## config.mk

```make
export PLATFORM = sky130hd
export DESIGN_NAME = led_blink_scheduler_flat
export DESIGN_NICKNAME = d
export VERILOG_FILES = /design/src/rtl/led_blink_if.sv /design/src/rtl/led_blink_scheduler.sv /design/src/flat_wrapper.sv
export SDC_FILE = /design/constraint.sdc
export NUM_CORES = 1
export LEC_CHECK = 0
export ABC_AREA = 1
export CAP_MARGIN = 40
export CORE_ASPECT_RATIO = 0.7
export CORE_MARGIN = 5
export CORE_UTILIZATION = 59
export DETAILED_ROUTE_END_ITERATION = 6
export PLACE_DENSITY = 0.85
export SYNTH_ARGS = -nofsm -noshare
export SYNTH_HDL_FRONTEND = slang
export SYNTH_SLANG_ARGS = --single-unit
export TNS_END_PERCENT = 1
```

## constraint.sdc

```tcl
create_clock -name clk -period 3.5 [get_ports clk]
set_input_delay 0.35 -clock clk [delete_from_list [all_inputs] [get_ports clk]]
set_output_delay 0.35 -clock clk [all_outputs]
set_load 0.05 [all_outputs]
```

## src/rtl/led_blink_if.sv

```systemverilog
// Requester-side and LED-side signals of the shared blink scheduler.
// master: status sources / bench; slave: the scheduler itself.
interface led_blink_if #(
  parameter int NUM_REQ = 3,
  parameter int CNT_W   = 4
);
  localparam int OW = $clog2(NUM_REQ);

  logic [NUM_REQ-1:0]       req;
  logic [NUM_REQ*CNT_W-1:0] blinks;
  logic [NUM_REQ-1:0]       ack;
  logic                     led;
  logic                     busy;
  logic [OW-1:0]            owner;
  logic                     done;

  modport master (
    output req,
    output blinks,
    input  ack,
    input  led,
    input  busy,
    input  owner,
    input  done
  );

  modport slave (
    input  req,
    input  blinks,
    output ack,
    output led,
    output busy,
    output owner,
    output done
  );
endinterface

```

## src/rtl/led_blink_scheduler.sv

```systemverilog
// Round-robin sharing of one LED: each grant plays N on/off blinks,
// followed by a fixed dark gap before the next requester is served.
module led_blink_scheduler #(
  parameter int NUM_REQ     = 3,
  parameter int HALF_PERIOD = 150,
  parameter int GAP_CYCLES  = 300,
  parameter int CNT_W       = 4
) (
  input  logic        clk,
  input  logic        rst,
  led_blink_if.slave  bus
);

  localparam int OW   = $clog2(NUM_REQ);
  localparam int TMAX = (HALF_PERIOD > GAP_CYCLES) ?
                        HALF_PERIOD : GAP_CYCLES;
  localparam int TW   = $clog2(TMAX + 1);

  localparam logic [TW-1:0] HP_LAST  = TW'(HALF_PERIOD - 1);
  localparam logic [TW-1:0] GAP_LAST =
    TW'((GAP_CYCLES > 0) ? GAP_CYCLES - 1 : 0);

  localparam logic [1:0] S_IDLE = 2'd0;
  localparam logic [1:0] S_ON   = 2'd1;
  localparam logic [1:0] S_OFF  = 2'd2;
  localparam logic [1:0] S_GAP  = 2'd3;

  logic [1:0]         state;
  logic [TW-1:0]      timer;
  logic [CNT_W-1:0]   remaining;
  logic [OW-1:0]      last;
  logic [NUM_REQ-1:0] ack_q;
  logic               led_q;
  logic               busy_q;
  logic [OW-1:0]      owner_q;
  logic               done_q;

  logic               pick_vld;
  logic [OW-1:0]      pick;
  logic [OW:0]        cand;
  logic [CNT_W-1:0]   slice;

  // Search starts one past the last grant and wraps modulo NUM_REQ.
  always_comb begin
    pick_vld = 1'b0;
    pick     = '0;
    cand     = '0;
    for (int k = 1; k <= NUM_REQ; k++) begin
      cand = {1'b0, last} + (OW+1)'(k);
      if (cand >= (OW+1)'(NUM_REQ))
        cand = cand - (OW+1)'(NUM_REQ);
      if (!pick_vld && bus.req[cand[OW-1:0]]) begin
        pick_vld = 1'b1;
        pick     = cand[OW-1:0];
      end
    end
  end

  assign slice = bus.blinks[int'(pick)*CNT_W +: CNT_W];

  always_ff @(posedge clk) begin
    if (rst) begin
      state     <= S_IDLE;
      timer     <= '0;
      remaining <= '0;
      last      <= OW'(NUM_REQ - 1);
      ack_q     <= '0;
      led_q     <= 1'b0;
      busy_q    <= 1'b0;
      owner_q   <= '0;
      done_q    <= 1'b0;
    end else begin
      ack_q  <= '0;
      done_q <= 1'b0;
      case (state)
        S_IDLE: begin
          if (pick_vld) begin
            ack_q     <= NUM_REQ'(1) << pick;
            owner_q   <= pick;
            last      <= pick;
            remaining <= slice;
            timer     <= '0;
            if (slice != '0) begin
              busy_q <= 1'b1;
              led_q  <= 1'b1;
              state  <= S_ON;
            end else begin
              done_q <= 1'b1;
            end
          end
        end
        S_ON: begin
          if (timer == HP_LAST) begin
            timer <= '0;
            led_q <= 1'b0;
            state <= S_OFF;
          end else begin
            timer <= timer + 1'b1;
          end
        end
        S_OFF: begin
          if (timer == HP_LAST) begin
            timer     <= '0;
            remaining <= remaining - 1'b1;
            if (remaining == CNT_W'(1)) begin
              done_q <= 1'b1;
              if (GAP_CYCLES == 0) begin
                busy_q <= 1'b0;
                state  <= S_IDLE;
              end else begin
                state  <= S_GAP;
              end
            end else begin
              led_q <= 1'b1;
              state <= S_ON;
            end
          end else begin
            timer <= timer + 1'b1;
          end
        end
        S_GAP: begin
          if (timer == GAP_LAST) begin
            timer  <= '0;
            busy_q <= 1'b0;
            state  <= S_IDLE;
          end else begin
            timer <= timer + 1'b1;
          end
        end
        default: state <= S_IDLE;
      endcase
    end
  end

  assign bus.ack   = ack_q;
  assign bus.led   = led_q;
  assign bus.busy  = busy_q;
  assign bus.owner = owner_q;
  assign bus.done  = done_q;

endmodule

```

## src/flat_wrapper.sv

```systemverilog
// flat-port wrapper written by rule: the top's interface ports become plain ports
module led_blink_scheduler_flat 
#(
  parameter int NUM_REQ     = 3,
  parameter int HALF_PERIOD = 150,
  parameter int GAP_CYCLES  = 300,
  parameter int CNT_W       = 4
)
  (clk, rst, bus_req, bus_blinks, bus_ack, bus_led, bus_busy, bus_owner, bus_done);
  led_blink_if #(.NUM_REQ(NUM_REQ), .CNT_W(CNT_W)) bus_i ();
  input  logic clk;
  input  logic rst;
  input wire logic [$bits(bus_i.req)-1:0] bus_req;
  input wire logic [$bits(bus_i.blinks)-1:0] bus_blinks;
  output wire logic [$bits(bus_i.ack)-1:0] bus_ack;
  output wire logic [$bits(bus_i.led)-1:0] bus_led;
  output wire logic [$bits(bus_i.busy)-1:0] bus_busy;
  output wire logic [$bits(bus_i.owner)-1:0] bus_owner;
  output wire logic [$bits(bus_i.done)-1:0] bus_done;
  assign bus_i.req = bus_req;
  assign bus_i.blinks = bus_blinks;
  assign bus_ack = bus_i.ack;
  assign bus_led = bus_i.led;
  assign bus_busy = bus_i.busy;
  assign bus_owner = bus_i.owner;
  assign bus_done = bus_i.done;
  led_blink_scheduler #(.NUM_REQ(NUM_REQ), .HALF_PERIOD(HALF_PERIOD), .GAP_CYCLES(GAP_CYCLES), .CNT_W(CNT_W)) u_core (.clk(clk), .rst(rst), .bus(bus_i));
endmodule
```

==> Word level (Yosys, flattened, before mapping) <==
Cells that the tools add are included.
{ "totals": {"reg_bits": 25, "output_inout_bits": 8, "input_bits": 17} }
{ "op_classes": {"bitwise": 2, "order_cmp": 6, "n_mux": 42, "n_addsub": 8, "reduce_logical": 16, "shift": 2, "eq_ne": 12} }
{ "op_table": {"columns": ["cell", "count"], "rows": [
  ["2-to-1 mux 9 bit", 3],
  ["one-hot mux 9 bit (3 select lines)", 1],
  ["2-to-1 mux 2 bit", 12],
  ["2-to-1 mux 1 bit", 16],
  ["variable part select 12 x 5 -> 4 bit", 1],
  ["inequality test 2 x 1 -> 1 bit (second input constant)", 5],
  ["adder 9 x 1 -> 9 bit (second input constant)", 1],
  ["equality test 9 x 8 -> 1 bit (second input constant)", 1],
  ["equality test 9 bit (second input constant)", 1],
  ["greater-or-equal comparator 3 x 2 -> 1 bit (second input constant)", 3],
  ["< comparator 2 x 3 -> 1 bit (second input constant)", 3],
  ["2-to-1 mux 4 bit", 2],
  ["one-hot mux 2 bit (4 select lines)", 1],
  ["one-hot mux 4 bit (2 select lines)", 1],
  ["adder 2 x 2 -> 3 bit (second input constant)", 2],
  ["binary-select mux 1 bit (select 2 bit)", 3],
  ["AND reduction 6 bit", 1],
  ["subtractor 2 bit (second input constant)", 3],
  ["AND reduction 5 bit", 1],
  ["equality test 2 bit (second input constant)", 2],
  ["equality test 4 x 1 -> 1 bit (second input constant)", 1],
  ["one-hot mux 1 bit (2 select lines)", 2],
  ["AND reduction 4 bit", 1],
  ["nonzero test 2 bit", 2],
  ["16 further kinds", 19]
]} }

==> Longest topological paths before layout <==
{ "logic_depth": {"word_depth": 17, "depth_mapped": 21, "depth_no_buf": 20} }

==> Least setup slack after synthesis <==
No wires, ideal clock.
{ "synth_path": {"path_type": "register -> register", "start": "reg u_core.bus.owner[0] (netlist name)", "end": "reg u_core.led_q (netlist: u_core.bus.led)", "path_stages_with_launch": 20, "t_required_ns": 3.383, "slack_ns": 1.192, "arrival_ns": 2.192, "setup_ns": 0.117, "cell_sequence": "dfxtp_1 -> inv_1 -> ha_1 -> buf_6 -> nand2_1 -> inv_2 -> nor2_2 -> nand2_2 -> nand3_4 -> inv_2 -> nand2_2 -> nand2_4 -> nand2_4 -> nand2_1 -> nand3_1 -> nand2_2 -> nor2_4 -> nand3_4 -> a21oi_1 -> nor2_1"} }
{ "synth_lines": {"columns": ["element", "line_no", "text"], "rows": [
  ["end signal, assigned", "led_blink_scheduler.sv:68", "led_q <= 1'b0;"],
  ["end signal, assigned", "led_blink_scheduler.sv:85", "led_q <= 1'b1;"],
  ["end signal, assigned", "led_blink_scheduler.sv:95", "led_q <= 1'b0;"],
  ["end, declared", "led_blink_scheduler.sv:33", "logic led_q;"]
]} }

==> results.md <==
- The longest individual stage delay on the worst path is 0.52 ns.
- The starting density of the core is 62.6%.
- Measured along the y axis, the die boundary spans 55.9 um.
- The standard cell with the maximum stage delay on the critical path is sky130_fd_sc_hd__ha_1.
- 25 I/O pins were placed.
- Of the post-synthesis cell area, the dominant cell type holds 27.0%.
- The die span in x is 75.6 um.
- The routability congestion estimate from global placement is 0.887.
- The most used flip-flop cell after synthesis is sky130_fd_sc_hd__dfxtp_1.
- The start-to-end type of the worst setup path is reg2reg.
- The final antenna-violating net count is 0.
- The remaining max-slew budget at the tightest pin is 54.1%.
- The sort of element at the start of the critical path is a flip-flop.
- The number of failing setup endpoints in the final timing report is 0.
- The signed area change from the synthesized netlist to the final layout is 18.6%.
- The via count of the first global-routing pass was 1435.
- The worst-skew pair later-pin latency is 0.27 ns.
- The period utilization is 76.5%.
- The number of nets in the layout is 314.
- The setup check on the worst reg-to-reg path leaves a slack of 0.82 ns.
- Yosys instantiated no cell more often than sky130_fd_sc_hd__nand2_1.
- Summed over all nets, the half-perimeter wirelength after detailed placement is 3070 um.
- The number of detailed-route iterations in the first pass is 4.
- The CTS root buffer is sky130_fd_sc_hd__clkbuf_8.
- The standard-cell row count is 16.
- The number of cells upsized or downsized after cts is 0.
- The number of antenna violations at the first check in global routing is 0.
- The kind of cell with the highest combined delay along the critical path is simple AND/OR/NAND/NOR gates.
- TritonCTS built the clock tree.
- The total DRC errors in the routed layout is 0.
- The worst endpoint required time is 3.68 ns.
- The critical path runs through a total of 15 cells.
- The critical path's most frequent cell is sky130_fd_sc_hd__nand2_2.
- Clock-pin slew was measured on the worst setup and hold paths at 0.09 ns.
- The worst hold path belongs to the class reg2reg.
- For the pin with the worst max-slew slack, the measured transition is 0.688 ns.
- The mean area per synthesized cell is 6.84 um^2.
- The depth of the worst register-to-register path is 15.
- The layer with the highest usage is met2.
- In the global route stage, met1 resource usage came out at 27.7%.
- For hold timing, the worst endpoint is u_core.timer[6]$_SDFFE_PP0P_.
- Yosys attributes the largest share of cell area to sky130_fd_sc_hd__dfxtp_1 (27%), sky130_fd_sc_hd__nand2_1 (12%), sky130_fd_sc_hd__inv_1 (8.9%).
- The number of hold-slack violations in the final timing report is 0.
- The die covers 4230 um^2.
- Setup total negative slack on the finished layout was measured at 0 ns.
- The largest net degree at the start of global routing is 15.
- Walking the worst path, the cells encountered are inv_1 -> ha_1 -> nand2_2 -> nand2_2 -> nand2_4 -> nand2_2 -> o22ai_1 -> nor2_4 -> inv_2 -> nand2_1 -> nand2_2 -> nor2_4 -> nand3_4 -> a21oi_1 -> nor2_1.
- The number of buffers inserted by hold repair at cts is 0.
- The number of cells on the worst hold path is 2.
- After synthesis, the most frequently instantiated cells are sky130_fd_sc_hd__nand2_1 (58), sky130_fd_sc_hd__inv_1 (42), sky130_fd_sc_hd__dfxtp_1 (24).
- In the routed layout, each cell is associated on average with a via count of 5.30.
- In the global route stage, met3 resource usage came out at 4.69%.
- The core box area is 2840 um^2.
- The startpoint of the worst register-to-register path is u_core.bus.owner[0]$_SDFFE_PP0P_.
- Counting both buffers and inverters, the worst setup path holds a total of 2.
- Input and output buffers added on the ports amount to 24.
- The aggregate global routing overflow is 0.
- The worst hold path begins at u_core.timer[6]$_SDFFE_PP0P_.
- The final-report max-slew violation count came to 0.
- The final wirelength is 3950 um.
- Subtracting the final worst setup slack from the clock period gives 2.68 ns.
- The flow ran to the end, and the final reports show no timing, DRC or antenna violations.
- The clock net in this run drives a total of 24 sinks.
- For met2 alone, demand over resource in global routing was 27.9%.
- The largest driver fanout on the critical path is 8.
- The number of flops mapped to enable cells by yosys is 0.
- The proportion of register bits with asynchronous set or reset after synthesis is 0%.
- Fill cells in the final layout number 219.
- The wire length of the first global-routing pass is 6300 um.
- The count of H-tree levels built during CTS is 1.
- The count of yosys warnings during synthesis is 0.
- Setup repair after global routing left no endpoint under its margin.
- The register bit total from synthesis is 24.
- The number of antenna diodes in the final layout is 0.
- The total of max-cap violations is 0.
- The number of nets in the synthesized netlist is 289.
- In the final routed layout, each cell accounts on average for 12.3 um.
- Based on the critical path, the design can be clocked at up to 374 MHz.
- The post-CTS repair timing setup buffer count is 0.
- For this run, the total global-route usage over all layers was measured as 18.8%.
- The library cell with the largest summed area after synthesis is sky130_fd_sc_hd__dfxtp_1.
- The maximum number of buffers from clock root to sink is 2.
- The cell area after technology mapping is 1780 um^2.
- The final route contains 1697 vias.
- The number of clock buffers added by TritonCTS is 3.
- The worst flop-to-flop path endpoint is u_core.bus.led$_SDFFE_PP0P_.
- The kind of end point of the critical path is a flip-flop.
- The sequential cell area fraction in the yosys report is 27.0%.
- The count of unique library cells instantiated by Yosys is 30.
- The count of mapped cells out of synthesis is 260.
- The first-iteration detailed-routing DRC count is 75.
- At the worst endpoint, the arrival time is 2.85 ns.
- Cells with a size suffix above 1 make up 12.3% of the layout.
- The clock skew is 0.0123 ns.
==> worst max-delay path by stage <==
stage	to	from
final	u_core.bus.led$_SDFFE_PP0P_	u_core.bus.owner[0]$_SDFFE_PP0P_
after global routing	u_core.bus.led$_SDFFE_PP0P_	u_core.bus.owner[0]$_SDFFE_PP0P_
after CTS	u_core.bus.led$_SDFFE_PP0P_	u_core.bus.owner[0]$_SDFFE_PP0P_
after detailed placement	u_core.bus.led$_SDFFE_PP0P_	u_core.bus.owner[0]$_SDFFE_PP0P_
after global placement	u_core.state[1]$_SDFFE_PP0P_	u_core.bus.owner[0]$_SDFFE_PP0P_
after floorplan	u_core.bus.led$_SDFFE_PP0P_	u_core.bus.owner[0]$_SDFFE_PP0P_
==> worst min-delay path, stage by stage, from the launching register on <==
cell and delay (ns):
sky130_fd_sc_hd__dfxtp_1 0.32, sky130_fd_sc_hd__nand2_1 0.06, sky130_fd_sc_hd__a21oi_1 0.06
==> through the flow <==
| step | instance area (um^2) | setup slack (ns) | hold slack [ns] | util (%) | cells |
|---|---|---|---|---|---|
| 4_1_cts | 2110 | 0.820 | 0.486 | 74.2 | 320 |
| 2_1_floorplan | 1780 | 1.19 | 0.429 | - | 260 |
| 3_5_place_dp | 2040 | 0.821 | 0.473 | 71.7 | 316 |
| 5_1_grt | 2110 | 0.578 | 0.512 | 74.2 | 320 |
| 3_3_place_gp | 2040 | 0.951 | 0.473 | 71.7 | 316 |
| 6_report | 2110 | 0.823 | 0.487 | 74.2 | 320 |
==> flip-flops by register name (all words and copies together) (netlist names) <==
signal and count:
u_core.state 2, u_core.bus.done 1, u_core.bus.led 1, u_core.bus.owner 2, u_core.remaining 4, u_core.bus.ack 3
u_core.last 1, u_core.timer 9, u_core.bus.busy 1
==> cell families after synthesis <==
group / share of synthesized area (%)
compound gates: 11.9
buf+inv: 11.5
flops: 27.0
xor+xnor: 0.985
simple gates: 40.2
fa+ha+maj: 8.44
==> cell type report <==
cell class	instances	area, um^2	share of cell area (%)
sequential	24	480	22.8
clock inverter	1	30.0	1.42
multi-input combinational	185	1090	51.8
clock buffer	3	41.3	1.96
tap	36	45.0	2.14
inverter	47	179	8.48
timing repair buffer	24	240	11.4
==> routing by layer <==
metal,share of wire (%),routed length (um)
met1,50,1990
met2,42,1660
met3,7.4,291
met4,0.23,9
met5,0,0
==> layout by cell type, fill, tap and decap left out, types with 3 or more instances in the layout <==
master,count
sky130_fd_sc_hd__a21oi_1,17
sky130_fd_sc_hd__nand3_1,21
sky130_fd_sc_hd__o21ai_0,10
sky130_fd_sc_hd__nand2_4,5
sky130_fd_sc_hd__nand4_1,4
sky130_fd_sc_hd__nand2_2,10
sky130_fd_sc_hd__inv_1,42
sky130_fd_sc_hd__nor2_4,4
sky130_fd_sc_hd__ha_1,12
sky130_fd_sc_hd__clkbuf_8,3
sky130_fd_sc_hd__a221oi_1,5
sky130_fd_sc_hd__nand2_1,58
sky130_fd_sc_hd__clkdlybuf4s50_1,24
sky130_fd_sc_hd__nor2_1,19
sky130_fd_sc_hd__dfxtp_1,24
sky130_fd_sc_hd__nand3b_1,3
sky130_fd_sc_hd__inv_2,3
Power is not shown: default switching activity piles up to over one toggle a cycle in this logic, so the estimate is an artifact.
